--- src/rtl/gc_updt_tx_if.sv ---
// Request and TRN transmit signals of the GC-update TLP generator.
interface gc_updt_tx_if;
    logic [63:0] gc_addr;
    logic        gc_updt;
    logic        gc_updt_ack;
    logic [63:0] host_gc_addr;
    logic [15:0] cfg_completer_id;
    logic        trn_lnk_up_n;
    logic [3:0]  trn_tbuf_av;
    logic        my_turn;
    logic        driving_interface;
    logic [63:0] trn_td;
    logic [7:0]  trn_trem_n;
    logic        trn_tsof_n;
    logic        trn_teof_n;
    logic        trn_tsrc_rdy_n;
    logic        trn_tdst_rdy_n;

    modport master (
        output gc_addr, gc_updt, host_gc_addr, cfg_completer_id, trn_lnk_up_n,
               trn_tbuf_av, my_turn, trn_tdst_rdy_n,
        input  gc_updt_ack, driving_interface, trn_td, trn_trem_n, trn_tsof_n,
               trn_teof_n, trn_tsrc_rdy_n
    );

    modport slave (
        input  gc_addr, gc_updt, host_gc_addr, cfg_completer_id, trn_lnk_up_n,
               trn_tbuf_av, my_turn, trn_tdst_rdy_n,
        output gc_updt_ack, driving_interface, trn_td, trn_trem_n, trn_tsof_n,
               trn_teof_n, trn_tsrc_rdy_n
    );
endinterface

--- src/rtl/gc_updt_tx.sv ---
// Publishes gc_addr to a host status QW as one posted MWr TLP per gc_updt request.
// Optional macro GC_UPDT_3DW_EN: use a 3DW header when the host address is below 4 GiB.
module gc_updt_tx (
    input  logic         clk,
    input  logic         rst,
    gc_updt_tx_if.slave  bus
);
    localparam int unsigned DATA_W = 64;
    localparam logic [31:0] DW0_4DW = 32'h6000_0002;

    typedef enum logic [2:0] {IDLE, HDR0, HDR1, DATA, ACK, DROP} state_t;

    state_t              state;
    logic [DATA_W-1:0]   gc_q;
    logic [63:3]         ha_q;

    function automatic logic [31:0] bswap32(input logic [31:0] w);
        return {w[7:0], w[15:8], w[23:16], w[31:24]};
    endfunction

    wire start_c    = bus.gc_updt && bus.my_turn && bus.trn_tbuf_av[1] && !bus.trn_lnk_up_n;
    wire in_frame_c = (state == HDR0) || (state == HDR1) || (state == DATA);
    wire accept_c   = !bus.trn_tsrc_rdy_n && !bus.trn_tdst_rdy_n;
    wire [31:0] hdr_dw1_c = {bus.cfg_completer_id, 8'h00, 4'hF, 4'hF};

    // Only posted credit and the QW-aligned part of the host address matter.
    wire unused_ok = ^{bus.trn_tbuf_av[3:2], bus.trn_tbuf_av[0], bus.host_gc_addr[2:0]};

`ifdef GC_UPDT_3DW_EN
    localparam logic [31:0] DW0_3DW = 32'h4000_0002;
    logic fmt3_q;
    wire  fmt3_start_c = (bus.host_gc_addr[63:32] == 32'h0);

    always_ff @(posedge clk) begin
        if (rst)
            fmt3_q <= 1'b0;
        else if (state == IDLE && start_c)
            fmt3_q <= fmt3_start_c;
    end

    wire [63:0] beat0_c = {(fmt3_start_c ? DW0_3DW : DW0_4DW), hdr_dw1_c};
    wire [63:0] beat1_c = fmt3_q ? {ha_q[31:3], 3'b000, bswap32(gc_q[31:0])}
                                 : {ha_q[63:32], ha_q[31:3], 3'b000};
    wire [63:0] beat2_c = fmt3_q ? {bswap32(gc_q[63:32]), 32'h0}
                                 : {bswap32(gc_q[31:0]), bswap32(gc_q[63:32])};
    wire [7:0]  trem2_c = fmt3_q ? 8'h0F : 8'h00;
`else
    wire [63:0] beat0_c = {DW0_4DW, hdr_dw1_c};
    wire [63:0] beat1_c = {ha_q[63:32], ha_q[31:3], 3'b000};
    wire [63:0] beat2_c = {bswap32(gc_q[31:0]), bswap32(gc_q[63:32])};
    wire [7:0]  trem2_c = 8'h00;
`endif

    // Frame sequencer; every TRN output is a register that holds until its beat is taken.
    always_ff @(posedge clk) begin
        if (rst) begin
            state                 <= IDLE;
            gc_q                  <= '0;
            ha_q                  <= '0;
            bus.gc_updt_ack       <= 1'b0;
            bus.driving_interface <= 1'b0;
            bus.trn_tsrc_rdy_n    <= 1'b1;
            bus.trn_tsof_n        <= 1'b1;
            bus.trn_teof_n        <= 1'b1;
            bus.trn_trem_n        <= 8'h00;
            bus.trn_td            <= '0;
        end else if (in_frame_c && bus.trn_lnk_up_n) begin
            // Link loss abandons the frame without ack; the held request retries later.
            state                 <= IDLE;
            bus.driving_interface <= 1'b0;
            bus.trn_tsrc_rdy_n    <= 1'b1;
            bus.trn_tsof_n        <= 1'b1;
            bus.trn_teof_n        <= 1'b1;
            bus.trn_trem_n        <= 8'h00;
            bus.trn_td            <= '0;
        end else begin
            case (state)
                IDLE: begin
                    if (start_c) begin
                        gc_q                  <= bus.gc_addr;
                        ha_q                  <= bus.host_gc_addr[63:3];
                        bus.driving_interface <= 1'b1;
                        bus.trn_td            <= beat0_c;
                        bus.trn_tsof_n        <= 1'b0;
                        bus.trn_teof_n        <= 1'b1;
                        bus.trn_trem_n        <= 8'h00;
                        bus.trn_tsrc_rdy_n    <= 1'b0;
                        state                 <= HDR0;
                    end
                end
                HDR0: begin
                    if (accept_c) begin
                        bus.trn_td     <= beat1_c;
                        bus.trn_tsof_n <= 1'b1;
                        state          <= HDR1;
                    end
                end
                HDR1: begin
                    if (accept_c) begin
                        bus.trn_td     <= beat2_c;
                        bus.trn_teof_n <= 1'b0;
                        bus.trn_trem_n <= trem2_c;
                        state          <= DATA;
                    end
                end
                DATA: begin
                    if (accept_c) begin
                        bus.trn_td            <= '0;
                        bus.trn_teof_n        <= 1'b1;
                        bus.trn_trem_n        <= 8'h00;
                        bus.trn_tsrc_rdy_n    <= 1'b1;
                        bus.driving_interface <= 1'b0;
                        bus.gc_updt_ack       <= 1'b1;
                        state                 <= ACK;
                    end
                end
                ACK: begin
                    bus.gc_updt_ack <= 1'b0;
                    state           <= DROP;
                end
                DROP: begin
                    if (!bus.gc_updt)
                        state <= IDLE;
                end
                default: state <= IDLE;
            endcase
        end
    end
endmodule

--- src/flat_wrapper.sv ---
// flat-port wrapper written by rule: the top's interface ports become plain ports
module gc_updt_tx_flat 
  (clk, rst, bus_gc_addr, bus_gc_updt, bus_host_gc_addr, bus_cfg_completer_id, bus_trn_lnk_up_n, bus_trn_tbuf_av, bus_my_turn, bus_trn_tdst_rdy_n, bus_gc_updt_ack, bus_driving_interface, bus_trn_td, bus_trn_trem_n, bus_trn_tsof_n, bus_trn_teof_n, bus_trn_tsrc_rdy_n);
  gc_updt_tx_if bus_i ();
  input  logic clk;
  input  logic rst;
  input wire logic [$bits(bus_i.gc_addr)-1:0] bus_gc_addr;
  input wire logic [$bits(bus_i.gc_updt)-1:0] bus_gc_updt;
  input wire logic [$bits(bus_i.host_gc_addr)-1:0] bus_host_gc_addr;
  input wire logic [$bits(bus_i.cfg_completer_id)-1:0] bus_cfg_completer_id;
  input wire logic [$bits(bus_i.trn_lnk_up_n)-1:0] bus_trn_lnk_up_n;
  input wire logic [$bits(bus_i.trn_tbuf_av)-1:0] bus_trn_tbuf_av;
  input wire logic [$bits(bus_i.my_turn)-1:0] bus_my_turn;
  input wire logic [$bits(bus_i.trn_tdst_rdy_n)-1:0] bus_trn_tdst_rdy_n;
  output wire logic [$bits(bus_i.gc_updt_ack)-1:0] bus_gc_updt_ack;
  output wire logic [$bits(bus_i.driving_interface)-1:0] bus_driving_interface;
  output wire logic [$bits(bus_i.trn_td)-1:0] bus_trn_td;
  output wire logic [$bits(bus_i.trn_trem_n)-1:0] bus_trn_trem_n;
  output wire logic [$bits(bus_i.trn_tsof_n)-1:0] bus_trn_tsof_n;
  output wire logic [$bits(bus_i.trn_teof_n)-1:0] bus_trn_teof_n;
  output wire logic [$bits(bus_i.trn_tsrc_rdy_n)-1:0] bus_trn_tsrc_rdy_n;
  assign bus_i.gc_addr = bus_gc_addr;
  assign bus_i.gc_updt = bus_gc_updt;
  assign bus_i.host_gc_addr = bus_host_gc_addr;
  assign bus_i.cfg_completer_id = bus_cfg_completer_id;
  assign bus_i.trn_lnk_up_n = bus_trn_lnk_up_n;
  assign bus_i.trn_tbuf_av = bus_trn_tbuf_av;
  assign bus_i.my_turn = bus_my_turn;
  assign bus_i.trn_tdst_rdy_n = bus_trn_tdst_rdy_n;
  assign bus_gc_updt_ack = bus_i.gc_updt_ack;
  assign bus_driving_interface = bus_i.driving_interface;
  assign bus_trn_td = bus_i.trn_td;
  assign bus_trn_trem_n = bus_i.trn_trem_n;
  assign bus_trn_tsof_n = bus_i.trn_tsof_n;
  assign bus_trn_teof_n = bus_i.trn_teof_n;
  assign bus_trn_tsrc_rdy_n = bus_i.trn_tsrc_rdy_n;
  gc_updt_tx u_core (.clk(clk), .rst(rst), .bus(bus_i));
endmodule
--- config.mk ---
export PLATFORM = sky130hd
export DESIGN_NAME = gc_updt_tx_flat
export DESIGN_NICKNAME = d
export VERILOG_FILES = /design/src/rtl/gc_updt_tx_if.sv /design/src/rtl/gc_updt_tx.sv /design/src/flat_wrapper.sv
export SDC_FILE = /design/constraint.sdc
export NUM_CORES = 1
export LEC_CHECK = 0
export CELL_PAD_IN_SITES_DETAIL_PLACEMENT = 1
export CELL_PAD_IN_SITES_GLOBAL_PLACEMENT = 1
export CORE_ASPECT_RATIO = 1.1
export CORE_MARGIN = 2
export CORE_UTILIZATION = 34
export DETAILED_ROUTE_END_ITERATION = 8
export HOLD_SLACK_MARGIN = 0.08
export PLACE_DENSITY = 0.9
export SKIP_CTS_REPAIR_TIMING = 1
export SKIP_LAST_GASP = 1
export SYNTH_ARGS = -nofsm -noshare
export SYNTH_HDL_FRONTEND = slang
export SYNTH_SLANG_ARGS = --single-unit
--- constraint.sdc ---
create_clock -name clk -period 2.75 [get_ports clk]
set_clock_uncertainty 0.2 [all_clocks]
set_input_delay 0.825 -clock clk [delete_from_list [all_inputs] [get_ports clk]]
set_output_delay 0.825 -clock clk [all_outputs]
set_load 0.02 [all_outputs]
==> After elaboration in Yosys (flattened, before gate mapping) <==
Cells that the tools add are included.
{ "word_totals": {"register_bits": 205, "output_inout_bits": 77} }
{ "classes": {"eq_ne": 11, "n_reduce_logical": 27, "bitwise_logic": 1, "mux": 23} }
{ "op_table": {"columns": ["op", "count"], "rows": [
  ["two-way mux 64 bit", 4],
  ["case mux 64 bit (4 select lines)", 1],
  ["case mux 3 bit (6 select lines)", 1],
  ["two-way mux 8 bit", 2],
  ["case mux 8 bit (2 select lines)", 1],
  ["two-way mux 3 bit", 5],
  ["AND reduction 3 bit", 5],
  ["!= test 2 x 1 -> 1 bit (second input constant)", 5],
  ["AND reduction 5 bit", 2],
  ["case mux 1 bit (2 select lines)", 4],
  ["nonzero test 2 bit", 4],
  ["== test 3 x 2 -> 1 bit (second input constant)", 2],
  ["== test 3 bit (second input constant)", 2],
  ["logical AND 1 bit", 5],
  ["two-way mux 1 bit", 4],
  ["AND reduction 4 bit", 1],
  ["nonzero test 4 bit", 1],
  ["OR reduction 2 bit", 2],
  ["== test 3 x 1 -> 1 bit (second input constant)", 1],
  ["logical NOT 1 bit", 3],
  ["logical NOT 3 bit", 1],
  ["case mux 1 bit (3 select lines)", 1],
  ["nonzero test 3 bit", 1],
  ["logical OR 1 bit", 2],
  ["other kinds (2)", 2]
]} }

==> Logic depth before layout (Yosys ltp) <==
Gate-level depths: netlist of run 1.
{ "logic_depth": {"ltp_word": 6, "depth_mapped": 7} }

==> Least setup slack after synthesis of run 1 <==
OpenSTA, ideal clock, no wires.
{ "synth_timing": {"path_kind": "input port to flip-flop", "start": "input port bus_trn_lnk_up_n", "end": "register u_core.ha_q[13] in the netlist's numbering", "arrival_ns": 1.952, "t_required_ns": 2.418, "path_slack_ns": 0.466, "path_stages": 7, "setup_time_ns": 0.132, "n_path_buf": 3, "cell_sequence": "nand4b_1 > or2_1 > buf_2 > buf_6 > buf_2 > nand2_1 > a21oi_1"} }
{ "synth_via": {"elab_chain_cells": 3} }
{ "synth_rtl": {"columns": ["element", "line_no", "rtl"], "rows": [
  ["from (decl)", "flat_wrapper.sv:11", "input wire logic [$bits(bus_i.trn_lnk_up_n)-1:0] bus_trn_lnk_up_n;"],
  ["logical NOT 1 bit or logical AND 1 bit (tied branches)", "gc_updt_tx.sv:21, gc_updt_tx.sv:67", null],
  ["logical AND 1 bit or inverter 1 bit (tied branches)", null, null],
  ["AND reduction 3 bit (no line) (*)", null, null],
  ["to (signal assigned)", "gc_updt_tx.sv:81", "ha_q <= bus.host_gc_addr[63:3];"],
  ["to (decl)", "gc_updt_tx.sv:15", "logic [63:3] ha_q;"]
]} }
Mark *: on every way between the ends. The rest lies on a longest branch, timed or not.
A chain may end at the register's enable or synchronous reset.

==> Worst setup path in the final report of run 1 <==
{ "layout_timing": {"start": "register u_core.bus.trn_tsrc_rdy_n", "end": "output port bus_trn_tsrc_rdy_n"} }
{ "layout_lines": {"columns": ["element", "line_no", "rtl"], "rows": [
  ["from (decl)", "gc_updt_tx_if.sv:30", "trn_teof_n, trn_tsrc_rdy_n"],
  ["from (signal assigned)", "gc_updt_tx.sv:62", "bus.trn_tsrc_rdy_n <= 1'b1;"],
  ["from (signal assigned)", "gc_updt_tx.sv:71", "bus.trn_tsrc_rdy_n <= 1'b1;"],
  ["from (signal assigned)", "gc_updt_tx.sv:87", "bus.trn_tsrc_rdy_n <= 1'b0;"],
  ["to (decl)", "flat_wrapper.sv:21", "output wire logic [$bits(bus_i.trn_tsrc_rdy_n)-1:0] bus_trn_tsrc_rdy_n;"]
]} }
No word-level cell between the ends.

==> results of run 1 <==
flip-flops by register name, indices dropped and copies added, names as in the netlist, 3 cells and up:
register	flops
u_core.bus.trn_td	64
u_core.gc_q	64
u_core.ha_q	61
u_core.state	3
cells in the final DEF, fill, tap and decap left out, types with 2 or more instances in the layout:
cell type / synthesis / routed
nand3_1: 2 / 2
a221oi_1: 9 / 9
o21ai_0: 35 / 34
clkinv_8: 0 / 2
buf_12: 0 / 13
buf_4: 8 / 26
dfxtp_1: 197 / 197
o21a_1: 17 / 17
nor2_1: 55 / 54
nor2_4: 0 / 2
inv_8: 0 / 4
conb_1: 1 / 8
nand2_1: 253 / 253
nand2b_1: 2 / 2
clkinv_4: 0 / 3
nor3_1: 14 / 14
clkbuf_16: 0 / 17
clkinvlp_4: 0 / 2
diode_2: 0 / 2
a21oi_1: 151 / 151
inv_6: 0 / 2
a22o_1: 36 / 36
nor2b_4: 0 / 2
a22oi_1: 52 / 52
clkdlybuf4s50_1: 0 / 215
stage by stage:
stage	hold WS, ps	setup WS [ps]	utilization [%]
6_report	256	253	48.9
5_1_grt	277	203	48.9
4_1_cts	256	231	48.9
3_5_place_dp	246	-58.0	46.2
3_3_place_gp	241	22.8	46.2
2_1_floorplan	236	466	-
final cells by class:
cell class                 count  area, µm²  area share (%)
sequential                   197       3940            36.4
antenna                        2       5.00          0.0463
clock buffer                  18        429            3.97
timing repair buffer         254       2610            24.1
clock inverter                14        166            1.54
multi-input combinational    651       3300            30.5
tap                          295        369            3.41
cells in the mapped netlist (2+ instances only):
library cell / n
nand2_1: 253
dfxtp_1: 197
a21oi_1: 151
nor2_1: 55
a22oi_1: 52
clkbuf_1: 49
a22o_1: 36
o21ai_0: 35
buf_2: 30
o21a_1: 17
nor3_1: 14
a221oi_1: 9
buf_4: 8
buf_6: 5
nand2b_1: 2
nand3_1: 2
nor2b_1: 2
worst reg2reg max path: cells and delay by family (launching register included):
kind	cells	cell delay, ps
AOI/OAI and AO/OA	2	320
buffers and inverters	1	390
and+or+nand+nor	2	550
DFF	1	680
metal layers:
layer / routed length, µm / vias up
met5: 0 / -
met4: 448 / 0
met3: 945 / 30
met2: 13000 / 188
met1: 11100 / 3568
li1: - / 3553
path summary, 6_finish.rpt:
kind	startpoint	to	slack (ps)
worst min-delay path	u_core.ha_q[32]	u_core.ha_q[32]	260
worst min register to register	u_core.ha_q[32]	u_core.ha_q[32]	260
worst max-delay path	u_core.bus.trn_tsrc_rdy_n	bus_trn_tsrc_rdy_n	250
worst max register to register	u_core.state[1]	u_core.bus.trn_td[49]	550
power groups by stage:
stage	Combinational, mW	Sequential (mW)	Clock (mW)
2_1_floorplan	0.202	3.02	0
3_3_place_gp	0.545	3.00	0
3_5_place_dp	0.557	3.01	0
4_1_cts	0.561	2.94	2.58
5_1_grt	0.603	2.95	2.69
6_report	0.557	2.94	2.52
kinds of logic after synthesis:
group,synth area share (%)
AOI/OAI and AO/OA,25.1
xor gates and xnor gates,0.115
buffers and inverters,5.96
DFF,51.6
other,0.0491
and+or+nand+nor,17.1
==> results.ini, run 1 <==
[synthesis]
netlist.area_leader.share_pct=51.6
synth_cell_type_count=34
yosys_warnings=0
synth_top_area_cell=dfxtp_1
syn-cell-area_um2=7640
netlist_instances=934
ys_ff_latch=197
ys_seq_area_share_pct=51.6
synthArstFlopShare_pct=0
synth_edf_count=0
synth.area.top_cells=dfxtp_1 52%, nand2_1 12%, a21oi_1 9.9%
synth_ff_type=dfxtp_1
synth.avg_cell_area_um2=8.18

[die]
pin_count=231
die_h_um=161
die-area_um2=23700
initial_utilization_pct=34.6
coreArea_um2=22100
chipWidth_um=147
fp-row-count=57

[setup_path]
path_max_fanout=5
cp_top_family=buffers and inverters
criticalPathCategory=reg -> out
required_ps=1730
crit_buf_inv=1
end_kind=output pin
crit_path_start_kind=register
path_cells=clkdlybuf4s50_1
critPathSlowestCell=clkdlybuf4s50_1
reg2regPathDepth=5
critPathMaxStageDelay_ps=640
cp_data_arrival_time_ps=1470
crit_cells=1

[global_route]
antenna_found_initial=2
grt_max_degree=65
busiest_layer=met2
grt_pass1_vias=7666
track_usage_pct=21.7
gr-usage-met1_pct=26.5
grt_pass1_wl_um=40700
grt_overflow=0
grt.met2_usage_pct=38.5
globalRouteMet3Util_pct=4.15

[timing]
max_freq_ghz=0.400
rsz0062_at_grt=false
final_max_slew_viol_count=0
final_hold_viol_count=0
period_share_pct=90.8
slew_headroom_pct=50.4
post-route-min-period_ps=2500
worst_pin_slew_ps=745
setup_violations=0
fin_tns_setup_ps=0

[drt]
routedWlPerCell_um=17.8
via_per_inst=5.13
ant_nets=0
drt-initial-drc-count=322
routed_wl_um=25500
drc=0
via_count=7339
drtPass1Iterations=5

[place]
placement.io_buffers=216
place_inst=1397
gp_congestion=0.779
place_hpwl_um=17600
place_area_um2=10200

[power]
pwr-share-clk_pct=41.9
vdd_drop_max_uv=333
power.internal_mw=4.51
pwr-share-comb_pct=9.3
p_total_mw=6.02
p_per_area_nw_per_um2=556
p_leak_nw=3.70
power_frac_seq_pct=48.9
power_switching_share_pct=25.0
p_switching_mw=1.50

[clock_tree]
clk_path_buf_depth=2
cts_tree=built
cts_sinks=197
clk_latency_ps=420
cts-root-buf=clkbuf_16
htree_levels=4
cts_inserted_buffers=17
clk_pin_slew_ps=70

[layout]
syn2layout_area_growth_pct=41.6
fin_area_um2=10800
stdcell_count=1431
drive_above_1_share_pct=7.05
n_fill_cell=2602
fin_nets=1275

[hold_path]
hp-class=reg -> reg
hold_depth=2

[job]
cap_violations=0

[outcome]
status=completed

Power figures use the tool's default switching activity.
==> inputs of run 2 (changes only) <==
Settings changed: CAP_MARGIN set to 40, SKIP_LAST_GASP 1 to not set.
==> results of run 2 <==
Final layout, timing and power as in run 1 (identical DEF).
==> inputs of run 3 (changes only) <==
Settings changed: MAX_ROUTING_LAYER set to met4.
==> run 3 against run 2 <==
Die area unchanged. Via count grew 0.11%. Flip-flop and latch count unchanged. Power hardly changed. First-iteration DRC count grew 7.1%. Utilization did not move. Cell area stayed put. Routed wire length increased by 0.16%. Clock power barely moved. Largest cell class unchanged. Highest routed layer unchanged.
==> results.ini, run 3 (synthesized netlist as in run 1, its figures left out) <==
[outcome]
status=completed

[timing]
max_freq_ghz=0.400
rsz0062_at_grt=false
fin_tns_setup_ps=0
finalHoldWorstSlack_ps=257
final_max_slew_viol_count=0
worst_pin_slew_ps=743
final_hold_viol_count=0
post-route-min-period_ps=2500
setup_violations=0
period_share_pct=91.0
slew_headroom_pct=50.5

[die]
die_h_um=161
pin_count=231
fp-row-count=57
initial_utilization_pct=34.6
coreArea_um2=22100
die-area_um2=23700
chipWidth_um=147

[clock_tree]
clk_pin_slew_ps=70
cts_inserted_buffers=17
cts_sinks=197
clk_path_buf_depth=2
clk_latency_ps=430
cts_tree=built
cts-root-buf=clkbuf_16
htree_levels=4

[power]
p_leak_nw=3.70
p_per_area_nw_per_um2=557
vdd_drop_max_uv=334
p_switching_mw=1.51
pwr-share-clk_pct=41.9
power.internal_mw=4.51
pwr-share-comb_pct=9.2
power_switching_share_pct=25.1
power_frac_seq_pct=48.8

[setup_path]
criticalPathCategory=reg -> out
crit_buf_inv=1
critPathSlowestCell=clkdlybuf4s50_1
critPathMaxStageDelay_ps=640
reg2regPathDepth=5
end_kind=output pin
cp_data_arrival_time_ps=1480
path_cells=clkdlybuf4s50_1
cp_top_family=buffers and inverters
crit_path_start_kind=register
required_ps=1730
crit_cells=1
path_max_fanout=5

[job]
cap_violations=0

[layout]
layout_commonest_cell=nand2_1
fin_area_um2=10800
final_cell_mix=253 x nand2_1, 215 x clkdlybuf4s50_1, 197 x dfxtp_1
syn2layout_area_growth_pct=41.6
top_regs=u_core.bus.trn_td: 64 flops, u_core.gc_q: 64 flops, u_core.ha_q: 61 flops
final_util_pct=48.9
fin_nets=1275
drive_above_1_share_pct=7.05

[drt]
via_per_inst=5.13
routed_wl_um=25600
via_count=7347
drc=0
drt-initial-drc-count=345
drtPass1Iterations=5
routedWlPerCell_um=17.9
ant_nets=0

[global_route]
grt_max_degree=65
grt_pass1_vias=7674
grt_overflow=0
track_usage_pct=22.3
grt_pass1_wl_um=40700
antenna_found_initial=2

[place]
place_area_um2=10200
place_hpwl_um=17600
gp_congestion=0.790
placement.io_buffers=216

[hold_path]
hp-class=reg -> reg
hold_depth=2

[run 3: cell counts in the layout (fill, tap and decap cells not counted)]
Identical to the previous run, type by type.
[run 3: stage by stage]
stage | power (mW) | cells | setup WS, ps
2_1_floorplan | 3.22 | 941 | 466
4_1_cts | 6.08 | 1429 | 231
5_1_grt | 6.24 | 1431 | 203
3_3_place_gp | 3.55 | 1397 | 22.8
6_report | 6.02 | 1431 | 248
3_5_place_dp | 3.57 | 1397 | -58.0
[run 3: path summary, 6_finish.rpt]
check,from,endpoint,slack [ps]
min,u_core.ha_q[32],u_core.ha_q[32],260
max,u_core.bus.trn_tsrc_rdy_n,bus_trn_tsrc_rdy_n,250
max reg2reg,u_core.state[1],u_core.bus.trn_td[49],560
min reg2reg,u_core.ha_q[32],u_core.ha_q[32],260
[run 3: layer usage]
layer	part of all wire, %	GRT usage [%]
met5	0	-
met4	1.6	6.56
met3	4.2	3.84
met2	51	38.7
met1	43	26.6
[run 3: cell type report]
class | count | area, µm²
diodes | 2 | 5.00
clock buffers | 18 | 429
clock inverters | 14 | 166
fillers | 2602 | 11300
multi-input cells | 651 | 3300
flip-flops and latches | 197 | 3940
well taps | 295 | 369
repair buffers | 254 | 2610
[run 3: power by group through the flow]
stage	Clock, mW	Sequential (mW)	Combinational (mW)
finish	2.52	2.94	0.557
global route	2.69	2.95	0.603
CTS	2.58	2.94	0.561
detailed placement	0	3.01	0.557
global placement	0	3.00	0.545
floorplan	0	3.02	0.202
